[src/rtl/npu_axi_pkg.sv]
// npu_axi_pkg
// Shared definitions for the NPU AXI read path:
//   axi_rd_sched_state_t : scheduler FSM state encoding
//   AXI_4K_BOUNDARY      : AXI burst page size in bytes
//   clog2()              : elaboration-time ceil(log2) helper

package npu_axi_pkg;

    typedef enum logic [2:0] {
        ST_IDLE,
        ST_START,
        ST_WAIT_BUSY,
        ST_WAIT_DONE,
        ST_DRAIN,
        ST_RESP
    } axi_rd_sched_state_t;

    localparam int AXI_4K_BOUNDARY = 4096;

    function automatic int clog2(input int value);
        int r;
        r = 0;
        while ((1 << r) < value) begin
            r = r + 1;
        end
        return r;
    endfunction

endpackage

[src/rtl/rr_arbiter.sv]
// rr_arbiter
// Purely combinational round-robin picker: grants the first set request
// at or after ptr, searching circularly.
// Ports:
//   req         in  NUM_REQ   request vector
//   ptr         in  ID_WIDTH  highest-priority index
//   grant       out NUM_REQ   one-hot grant (zero when no request)
//   grant_idx   out ID_WIDTH  index of the granted request
//   grant_valid out 1         any request granted

module rr_arbiter
    import npu_axi_pkg::*;
#(
    parameter int NUM_REQ  = 4,
    parameter int ID_WIDTH = clog2(NUM_REQ)
) (
    input  logic [NUM_REQ-1:0]  req,
    input  logic [ID_WIDTH-1:0] ptr,
    output logic [NUM_REQ-1:0]  grant,
    output logic [ID_WIDTH-1:0] grant_idx,
    output logic                grant_valid
);

    logic [ID_WIDTH-1:0] cand;

    always_comb begin
        grant       = '0;
        grant_idx   = '0;
        grant_valid = 1'b0;
        cand        = '0;
        for (int i = 0; i < NUM_REQ; i++) begin
            cand = ID_WIDTH'((int'(ptr) + i) % NUM_REQ);
            if (!grant_valid && req[cand]) begin
                grant_valid = 1'b1;
                grant[cand] = 1'b1;
                grant_idx   = cand;
            end
        end
    end

endmodule

[src/rtl/axi_rd_sched.sv]
// axi_rd_sched
// Round-robin scheduler sharing one AXI4 read controller among NUM_REQ
// load clients. Sequences the controller start/busy handshake, reports
// per-requester completion with error status, and relocates the
// controller's zero-based SRAM write stream onto the owner's SRAM base.
//
// Optional feature macro: AXI_RD_SCHED_SPLIT_4K_EN
//   defined   : commands are split into segments never crossing 4 KB
//   undefined : one controller command per request
//
// Ports:
//   clk, rst_n (async, active-low)
//   req_valid_i / req_ready_o        per-requester command handshake
//   req_addr_i / req_len_i / req_sram_base_i   flattened command fields
//   done_o / done_err_o              completion pulse and error status
//   grant_id_o, busy_o               current owner, command in flight
//   rd_base_addr_o / rd_byte_num_o / rd_start_o   controller command
//   rd_busy_i / rd_error_i           controller status
//   rd_sram_addr_i / rd_sram_valid_i / rd_sram_data_i   controller SRAM stream
//   sram_sel_o / sram_addr_o / sram_wstrb_o / sram_data_o   relocated stream

module axi_rd_sched
    import npu_axi_pkg::*;
#(
    parameter int  NUM_REQ             = 4,
    parameter int  REQ_ID_WIDTH        = clog2(NUM_REQ),
    parameter int  AXI_ADDR_WIDTH      = 32,
    parameter int  AXI_DATA_WIDTH      = 32,
    parameter int  TRAN_BYTE_NUM_WIDTH = 16,
    parameter int  SRAM_ADDR_WIDTH     = 32,
    localparam int STRB_W              = AXI_DATA_WIDTH / 8
) (
    input  logic                                   clk,
    input  logic                                   rst_n,
    input  logic [NUM_REQ-1:0]                     req_valid_i,
    output logic [NUM_REQ-1:0]                     req_ready_o,
    input  logic [NUM_REQ*AXI_ADDR_WIDTH-1:0]      req_addr_i,
    input  logic [NUM_REQ*TRAN_BYTE_NUM_WIDTH-1:0] req_len_i,
    input  logic [NUM_REQ*SRAM_ADDR_WIDTH-1:0]     req_sram_base_i,
    output logic [NUM_REQ-1:0]                     done_o,
    output logic                                   done_err_o,
    output logic [REQ_ID_WIDTH-1:0]                grant_id_o,
    output logic                                   busy_o,
    output logic [AXI_ADDR_WIDTH-1:0]              rd_base_addr_o,
    output logic [TRAN_BYTE_NUM_WIDTH-1:0]         rd_byte_num_o,
    output logic                                   rd_start_o,
    input  logic                                   rd_busy_i,
    input  logic                                   rd_error_i,
    input  logic [SRAM_ADDR_WIDTH-1:0]             rd_sram_addr_i,
    input  logic [STRB_W-1:0]                      rd_sram_valid_i,
    input  logic [AXI_DATA_WIDTH-1:0]              rd_sram_data_i,
    output logic [NUM_REQ-1:0]                     sram_sel_o,
    output logic [SRAM_ADDR_WIDTH-1:0]             sram_addr_o,
    output logic [STRB_W-1:0]                      sram_wstrb_o,
    output logic [AXI_DATA_WIDTH-1:0]              sram_data_o
);

    axi_rd_sched_state_t state, state_nxt;

    logic [AXI_ADDR_WIDTH-1:0]      req_addr_arr [NUM_REQ];
    logic [TRAN_BYTE_NUM_WIDTH-1:0] req_len_arr  [NUM_REQ];
    logic [SRAM_ADDR_WIDTH-1:0]     req_base_arr [NUM_REQ];

    logic [NUM_REQ-1:0]             arb_grant;
    logic [REQ_ID_WIDTH-1:0]        arb_idx;
    logic                           arb_valid;

    logic [REQ_ID_WIDTH-1:0]        rr_ptr;
    logic [REQ_ID_WIDTH-1:0]        grant_q;
    logic [NUM_REQ-1:0]             grant_onehot;
    // Current segment address and bytes still to fetch for the command.
    logic [AXI_ADDR_WIDTH-1:0]      cur_addr_q;
    logic [TRAN_BYTE_NUM_WIDTH-1:0] cur_len_q;
    logic [SRAM_ADDR_WIDTH-1:0]     sram_base_q;
    logic                           err_acc;

    logic [TRAN_BYTE_NUM_WIDTH-1:0] seg_len;
    logic [SRAM_ADDR_WIDTH-1:0]     seg_word_off;
    logic                           last_seg;

    for (genvar k = 0; k < NUM_REQ; k++) begin : g_unpack
        assign req_addr_arr[k] = req_addr_i[k*AXI_ADDR_WIDTH +: AXI_ADDR_WIDTH];
        assign req_len_arr[k]  = req_len_i[k*TRAN_BYTE_NUM_WIDTH +: TRAN_BYTE_NUM_WIDTH];
        assign req_base_arr[k] = req_sram_base_i[k*SRAM_ADDR_WIDTH +: SRAM_ADDR_WIDTH];
    end

    rr_arbiter #(
        .NUM_REQ  (NUM_REQ),
        .ID_WIDTH (REQ_ID_WIDTH)
    ) u_rr_arbiter (
        .req         (req_valid_i),
        .ptr         (rr_ptr),
        .grant       (arb_grant),
        .grant_idx   (arb_idx),
        .grant_valid (arb_valid)
    );

    assign grant_onehot = NUM_REQ'(1) << grant_q;

`ifdef AXI_RD_SCHED_SPLIT_4K_EN
    localparam int STRB_SHIFT = clog2(STRB_W);

    logic [AXI_ADDR_WIDTH-1:0] cmd_addr_q;
    logic [12:0]               page_room;

    // Bytes left before the next 4 KB page; a segment never exceeds it.
    always_comb begin
        page_room = 13'(AXI_4K_BOUNDARY) - {1'b0, cur_addr_q[11:0]};
        seg_len   = (cur_len_q < TRAN_BYTE_NUM_WIDTH'(page_room)) ?
                    cur_len_q : TRAN_BYTE_NUM_WIDTH'(page_room);
    end

    assign last_seg = (cur_len_q == seg_len);

    // The controller restarts its SRAM addresses at 0 for every segment, so
    // later segments are shifted by their word distance from the command start.
    assign seg_word_off = SRAM_ADDR_WIDTH'((cur_addr_q -
                          (cmd_addr_q & ~AXI_ADDR_WIDTH'(STRB_W - 1))) >> STRB_SHIFT);

    always_ff @(posedge clk or negedge rst_n) begin
        if (!rst_n) begin
            cmd_addr_q <= '0;
        end else if (state == ST_IDLE && arb_valid) begin
            cmd_addr_q <= req_addr_arr[arb_idx];
        end
    end
`else
    assign seg_len      = cur_len_q;
    assign last_seg     = 1'b1;
    assign seg_word_off = '0;
`endif

    always_ff @(posedge clk or negedge rst_n) begin
        if (!rst_n) begin
            state <= ST_IDLE;
        end else begin
            state <= state_nxt;
        end
    end

    always_comb begin
        state_nxt   = state;
        req_ready_o = '0;
        case (state)
            ST_IDLE: begin
                if (arb_valid) begin
                    req_ready_o = arb_grant;
                    state_nxt   = (req_len_arr[arb_idx] == '0) ? ST_RESP : ST_START;
                end
            end
            ST_START:     state_nxt = ST_WAIT_BUSY;
            ST_WAIT_BUSY: if (rd_busy_i)  state_nxt = ST_WAIT_DONE;
            ST_WAIT_DONE: if (!rd_busy_i) state_nxt = ST_DRAIN;
            // One extra cycle so the controller's last SRAM beat lands first.
            ST_DRAIN:     state_nxt = last_seg ? ST_RESP : ST_START;
            ST_RESP:      state_nxt = ST_IDLE;
            default:      state_nxt = ST_IDLE;
        endcase
    end

    always_ff @(posedge clk or negedge rst_n) begin
        if (!rst_n) begin
            rr_ptr      <= '0;
            grant_q     <= '0;
            cur_addr_q  <= '0;
            cur_len_q   <= '0;
            sram_base_q <= '0;
            err_acc     <= 1'b0;
        end else begin
            case (state)
                ST_IDLE: begin
                    if (arb_valid) begin
                        grant_q     <= arb_idx;
                        cur_addr_q  <= req_addr_arr[arb_idx];
                        cur_len_q   <= req_len_arr[arb_idx];
                        sram_base_q <= req_base_arr[arb_idx];
                    end
                end
                ST_DRAIN: begin
                    err_acc <= err_acc | rd_error_i;
`ifdef AXI_RD_SCHED_SPLIT_4K_EN
                    cur_addr_q <= cur_addr_q + AXI_ADDR_WIDTH'(seg_len);
                    cur_len_q  <= cur_len_q - seg_len;
`endif
                end
                ST_RESP: begin
                    err_acc <= 1'b0;
                    rr_ptr  <= (grant_q == REQ_ID_WIDTH'(NUM_REQ - 1)) ?
                               '0 : grant_q + REQ_ID_WIDTH'(1);
                end
                default: ;
            endcase
        end
    end

    assign rd_start_o     = (state == ST_START);
    assign rd_base_addr_o = cur_addr_q;
    assign rd_byte_num_o  = seg_len;
    assign busy_o         = (state != ST_IDLE);
    assign grant_id_o     = grant_q;
    assign done_o         = (state == ST_RESP) ? grant_onehot : '0;
    assign done_err_o     = (state == ST_RESP) && err_acc;

    always_ff @(posedge clk or negedge rst_n) begin
        if (!rst_n) begin
            sram_sel_o   <= '0;
            sram_addr_o  <= '0;
            sram_wstrb_o <= '0;
            sram_data_o  <= '0;
        end else begin
            sram_sel_o   <= (|rd_sram_valid_i) ? grant_onehot : '0;
            sram_addr_o  <= sram_base_q + seg_word_off + rd_sram_addr_i;
            sram_wstrb_o <= rd_sram_valid_i;
            sram_data_o  <= rd_sram_data_i;
        end
    end

endmodule
[config.mk]
export PLATFORM = sky130hd
export DESIGN_NAME = axi_rd_sched
export DESIGN_NICKNAME = d
export VERILOG_FILES = /design/src/rtl/npu_axi_pkg.sv /design/src/rtl/rr_arbiter.sv /design/src/rtl/axi_rd_sched.sv
export SDC_FILE = /design/constraint.sdc
export NUM_CORES = 1
export LEC_CHECK = 0
export ABC_CLOCK_PERIOD_IN_PS = 5000
export BUFFER_PORTS_ARGS = -buffer_cell sky130_fd_sc_hd__buf_2
export CORE_AREA = 2 2 204 206
export DETAILED_ROUTE_END_ITERATION = 8
export DIE_AREA = 0 0 206 208
export GPL_TIMING_DRIVEN = 0
export MAX_ROUTING_LAYER = met4
export PLACE_DENSITY = 0.59
export SYNTH_ARGS = -nofsm -noshare
export SYNTH_HDL_FRONTEND = slang
export SYNTH_SLANG_ARGS = --single-unit
[constraint.sdc]
create_clock -name clk -period 5 [get_ports clk]
set_input_delay 0.25 -clock clk [delete_from_list [all_inputs] [get_ports clk]]
set_output_delay 0.25 -clock clk [all_outputs]
set_load 0.02 [all_outputs]
==> impl_metrics.yaml <==
run_status:
  status: "complete, no violations"
setup_path:
  crit_required_ns: 5.41
  start_kind: "register"
  cp.buffers_inverters: 8
  crit_type: "reg2reg"
  cp_common_cell: "buf_6"
  crit_path_cell_trace: "buf_2, clkbuf_2, inv_1, ha_1, mux4_2, nor2_1, and3_1, buf_2, o41a_1, buf_6, buf_6, buf_6, clkbuf_1, nand2_1, a311oi_1, a21o_1"
  arrival_ns: 4.99
  crit_fanout: 10
  endpoint_kind: "register"
  slowest_stage: "mux4_2"
  slowest_delay_ns: 0.65
  path_delay_family: "buffers and inverters"
routing:
  top_layer_used: "met4"
  drc: 0
  first_iter_violations: 726
  viasPerCell: 4.79
  wl_met3_um: 2730
  antenna_left: 0
  first_pass_iters: 6
  totalWireLength_um: 43500
  drt-wirelength-per-cell_um: 19.3
  via_count: 10798
  routedLengthMet1_um: 17700
  wl_met2_um: 21700
global_route:
  globalRouteOverflowTotal: 0
  grt_pass1_vias: 10907
  grt_max_degree: 92
  gr-usage-all-layers_pct: 20.5
  grt_pass1_wl_um: 63700
  antenna_found_initial: 8
logic_synthesis:
  synth-main-ff-cell: "dfrtp_1"
  synth-xor-area-share_pct: 2.26
  synth.avg_cell_area_sq_um: 8.67
  synth_nets: 1556
  seq_area_frac_synth_pct: 41.4
  synth-compound-area-share_pct: 19.8
  ys_types: 60
  syn_inst: 1116
  yosys.area_share.simple_pct: 22.8
  synthAdderAreaFrac_pct: 5.77
  synthMuxAreaShare_pct: 3.72
  synth_warnings: 0
  synth_area_sq_um: 9680
  synth_edf_count: 0
  async_flop_share_pct: 100
  synth_top_family_by_area: "simple AND/OR/NAND/NOR gates"
  ys_seq_elements: 160
clocking:
  insertion_delay_ns: 0.47
  cts-root-buf: "clkbuf_16"
  numCtsBuffers: 17
  clkTransAtPathRegs_ns: 0.06
  cts_sinks: 160
  cts_tree: "yes"
  postCtsSetupRepairBufs: 0
  cts_max_path_buffers: 2
  htree_levels: 4
timing:
  setup_tns_ns: 0
  worst_pin_slew_ns: 1.02
  finClkSkew_ns: 0.0105
  rsz0062_at_grt: "no"
  drv_slew: 0
  finalCritPeriodShare_pct: 91.6
  hold_viol: 0
  finalCriticalPeriod_ns: 4.58
  fmax_ghz: 0.218
  relSlewSlack_pct: 31.3
  finalSetupViolations: 0
layout:
  nNetsFinal: 2141
  drive_gt1_share_pct: 35.5
  layout.cells.non_filler: 2254
  syn2layout_area_growth_pct: 44.7
  n_fill_cell: 4337
floorplan:
  start_util_pct: 23.9
  die_y_um: 208
  core_area_sq_um: 40600
  die_w_um: 206
  design.die.area_sq_um: 42800
  row_count: 74
  io_pins: 529
flow_run:
  cap_violations: 0
placed_design:
  io_buffers: 528
  dpl.cell_count: 2177
  place_hpwl_um: 35100
  gp_congestion: 0.911
power_and_ir_drop:
  leakage_nw: 7.51
  ir_drop_uv: 541
  p_per_area_nw_per_um2: 741
hold_path:
  hp-class: "in2reg"
placed cells by master (no fill, tap or decap), types with 12 or more instances in the layout:
| master | Yosys | layout |
|---|---|---|
| buf_2 | 12 | 538 |
| nand2_1 | 310 | 310 |
| dfrtp_1 | 160 | 160 |
| a21o_1 | 77 | 77 |
| and3_1 | 69 | 69 |
| a311oi_1 | 65 | 63 |
| nor2_1 | 58 | 58 |
| clkbuf_1 | 53 | 44 |
| ha_1 | 43 | 43 |
| dlygate4sd3_1 | 0 | 38 |
| o21ai_0 | 32 | 32 |
| a21oi_1 | 27 | 27 |
| inv_1 | 20 | 20 |
| xnor2_1 | 20 | 20 |
| mux2i_1 | 18 | 18 |
| clkbuf_16 | 0 | 17 |
| clkbuf_2 | 0 | 13 |
| nand3_1 | 12 | 12 |
worst register-to-register path: stages (launching register included):
cell      delay, ns
dfrtp_1        0.45
buf_2          0.23
clkbuf_2       0.25
inv_1          0.16
ha_1           0.45
mux4_2         0.65
nor2_1         0.12
and3_1         0.15
buf_2          0.19
o41a_1         0.21
buf_6          0.16
buf_6          0.21
buf_6          0.22
clkbuf_1       0.35
nand2_1        0.12
a311oi_1       0.48
a21o_1         0.13
final timing paths:
check	start	cells past startpoint	end	slack (ns)
worst max register to register	rr_ptr[0]	16	sram_base_q[10]	0.42
max in group asynchronous	rst_n	3	sram_addr_o[27]	3.82
min in group asynchronous	rst_n	2	rd_base_addr_o[18]	0.31
worst max-delay path	rr_ptr[0]	16	sram_base_q[10]	0.42
worst min-delay path	rd_error_i	3	err_acc	0.04
worst min register to register	rd_base_addr_o[7]	1	rd_base_addr_o[7]	0.47
report_power, final:
part	leakage (nW)	switching (mW)	total, mW	internal (mW)
Combinational	5.33	4.47	7.00	2.53
Sequential	1.92	0.274	2.12	1.84
Clock	0.254	0.578	1.25	0.673
Total	7.51	5.32	10.4	5.04
routing by layer:
layer	vias up	GRT usage [%]
met2	439	34.1
met1	5180	23.8
li1	5113	-
met5	-	-
met4	0	8.10
met3	66	4.87
cell type report:
type | instances | area [sq um] | area share [%]
Multi-Input combinational cell | 859 | 5280 | 37.7
Sequential cell | 160 | 4000 | 28.6
Timing Repair Buffer | 567 | 3060 | 21.9
Tap cell | 532 | 666 | 4.75
Clock buffer | 19 | 433 | 3.09
Buffer | 76 | 364 | 2.60
Clock inverter | 11 | 95.1 | 0.679
Inverter | 20 | 75.1 | 0.536
Antenna cell | 10 | 25.0 | 0.179
flip-flops by register name (all words and copies together) (netlist names):
signal / count
sram_sel_o: 4
state: 3
sram_data_o: 32
sram_base_q: 32
sram_wstrb_o: 4
rr_ptr: 2
sram_addr_o: 32
err_acc: 1
rd_base_addr_o: 32
grant_id_o: 2
rd_byte_num_o: 16
synth_stat cells, drive strengths merged, types with 9 or more instances:
cell,count,area (sq um)
and3,69,432
a21oi,27,135
mux2i,18,180
nor2b,10,65.1
clkbuf,53,199
o21ai,37,185
nor2,58,218
ha,43,538
nand2,310,1160
inv,20,75.1
a311oi,65,569
a21o,77,578
dfrtp,160,4000
nand3,12,60.1
xnor2,20,175
buf,24,146
and2,9,56.3
metrics by stage:
step	hold WS [ns]	power, mW	instance area (sq um)	utilization, %	worst slack (ns)
after CTS	0.0156	10.4	13900	34.4	0.0441
after detailed placement	0.229	9.12	13000	32.1	-0.235
after global routing	0.0369	11.2	14000	34.5	0.124
after floorplan	-0.0456	6.64	9680	-	1.23
after global placement	0.358	9.02	13000	32.0	-0.210
final	0.0440	10.4	14000	34.5	0.422
cell families (layout without fill, tap and decap cells):
logic type,count (synthesis),in the layout
simple gates,499,499
compound gates,261,261
flops,160,160
buf+inv,97,693
fa+ha+maj,44,44
mux,30,30
xor+xnor,25,25
other cells,0,10
repair_timing:
item                                    4_1_cts  5_1_grt
hold endpoints to repair                    106        0
pin swaps                                     0        1
gates resized for setup                       4       23
hold buffers                                 38        0
endpoints found under the setup margin       45       52
(Power assumes the default switching activity.)
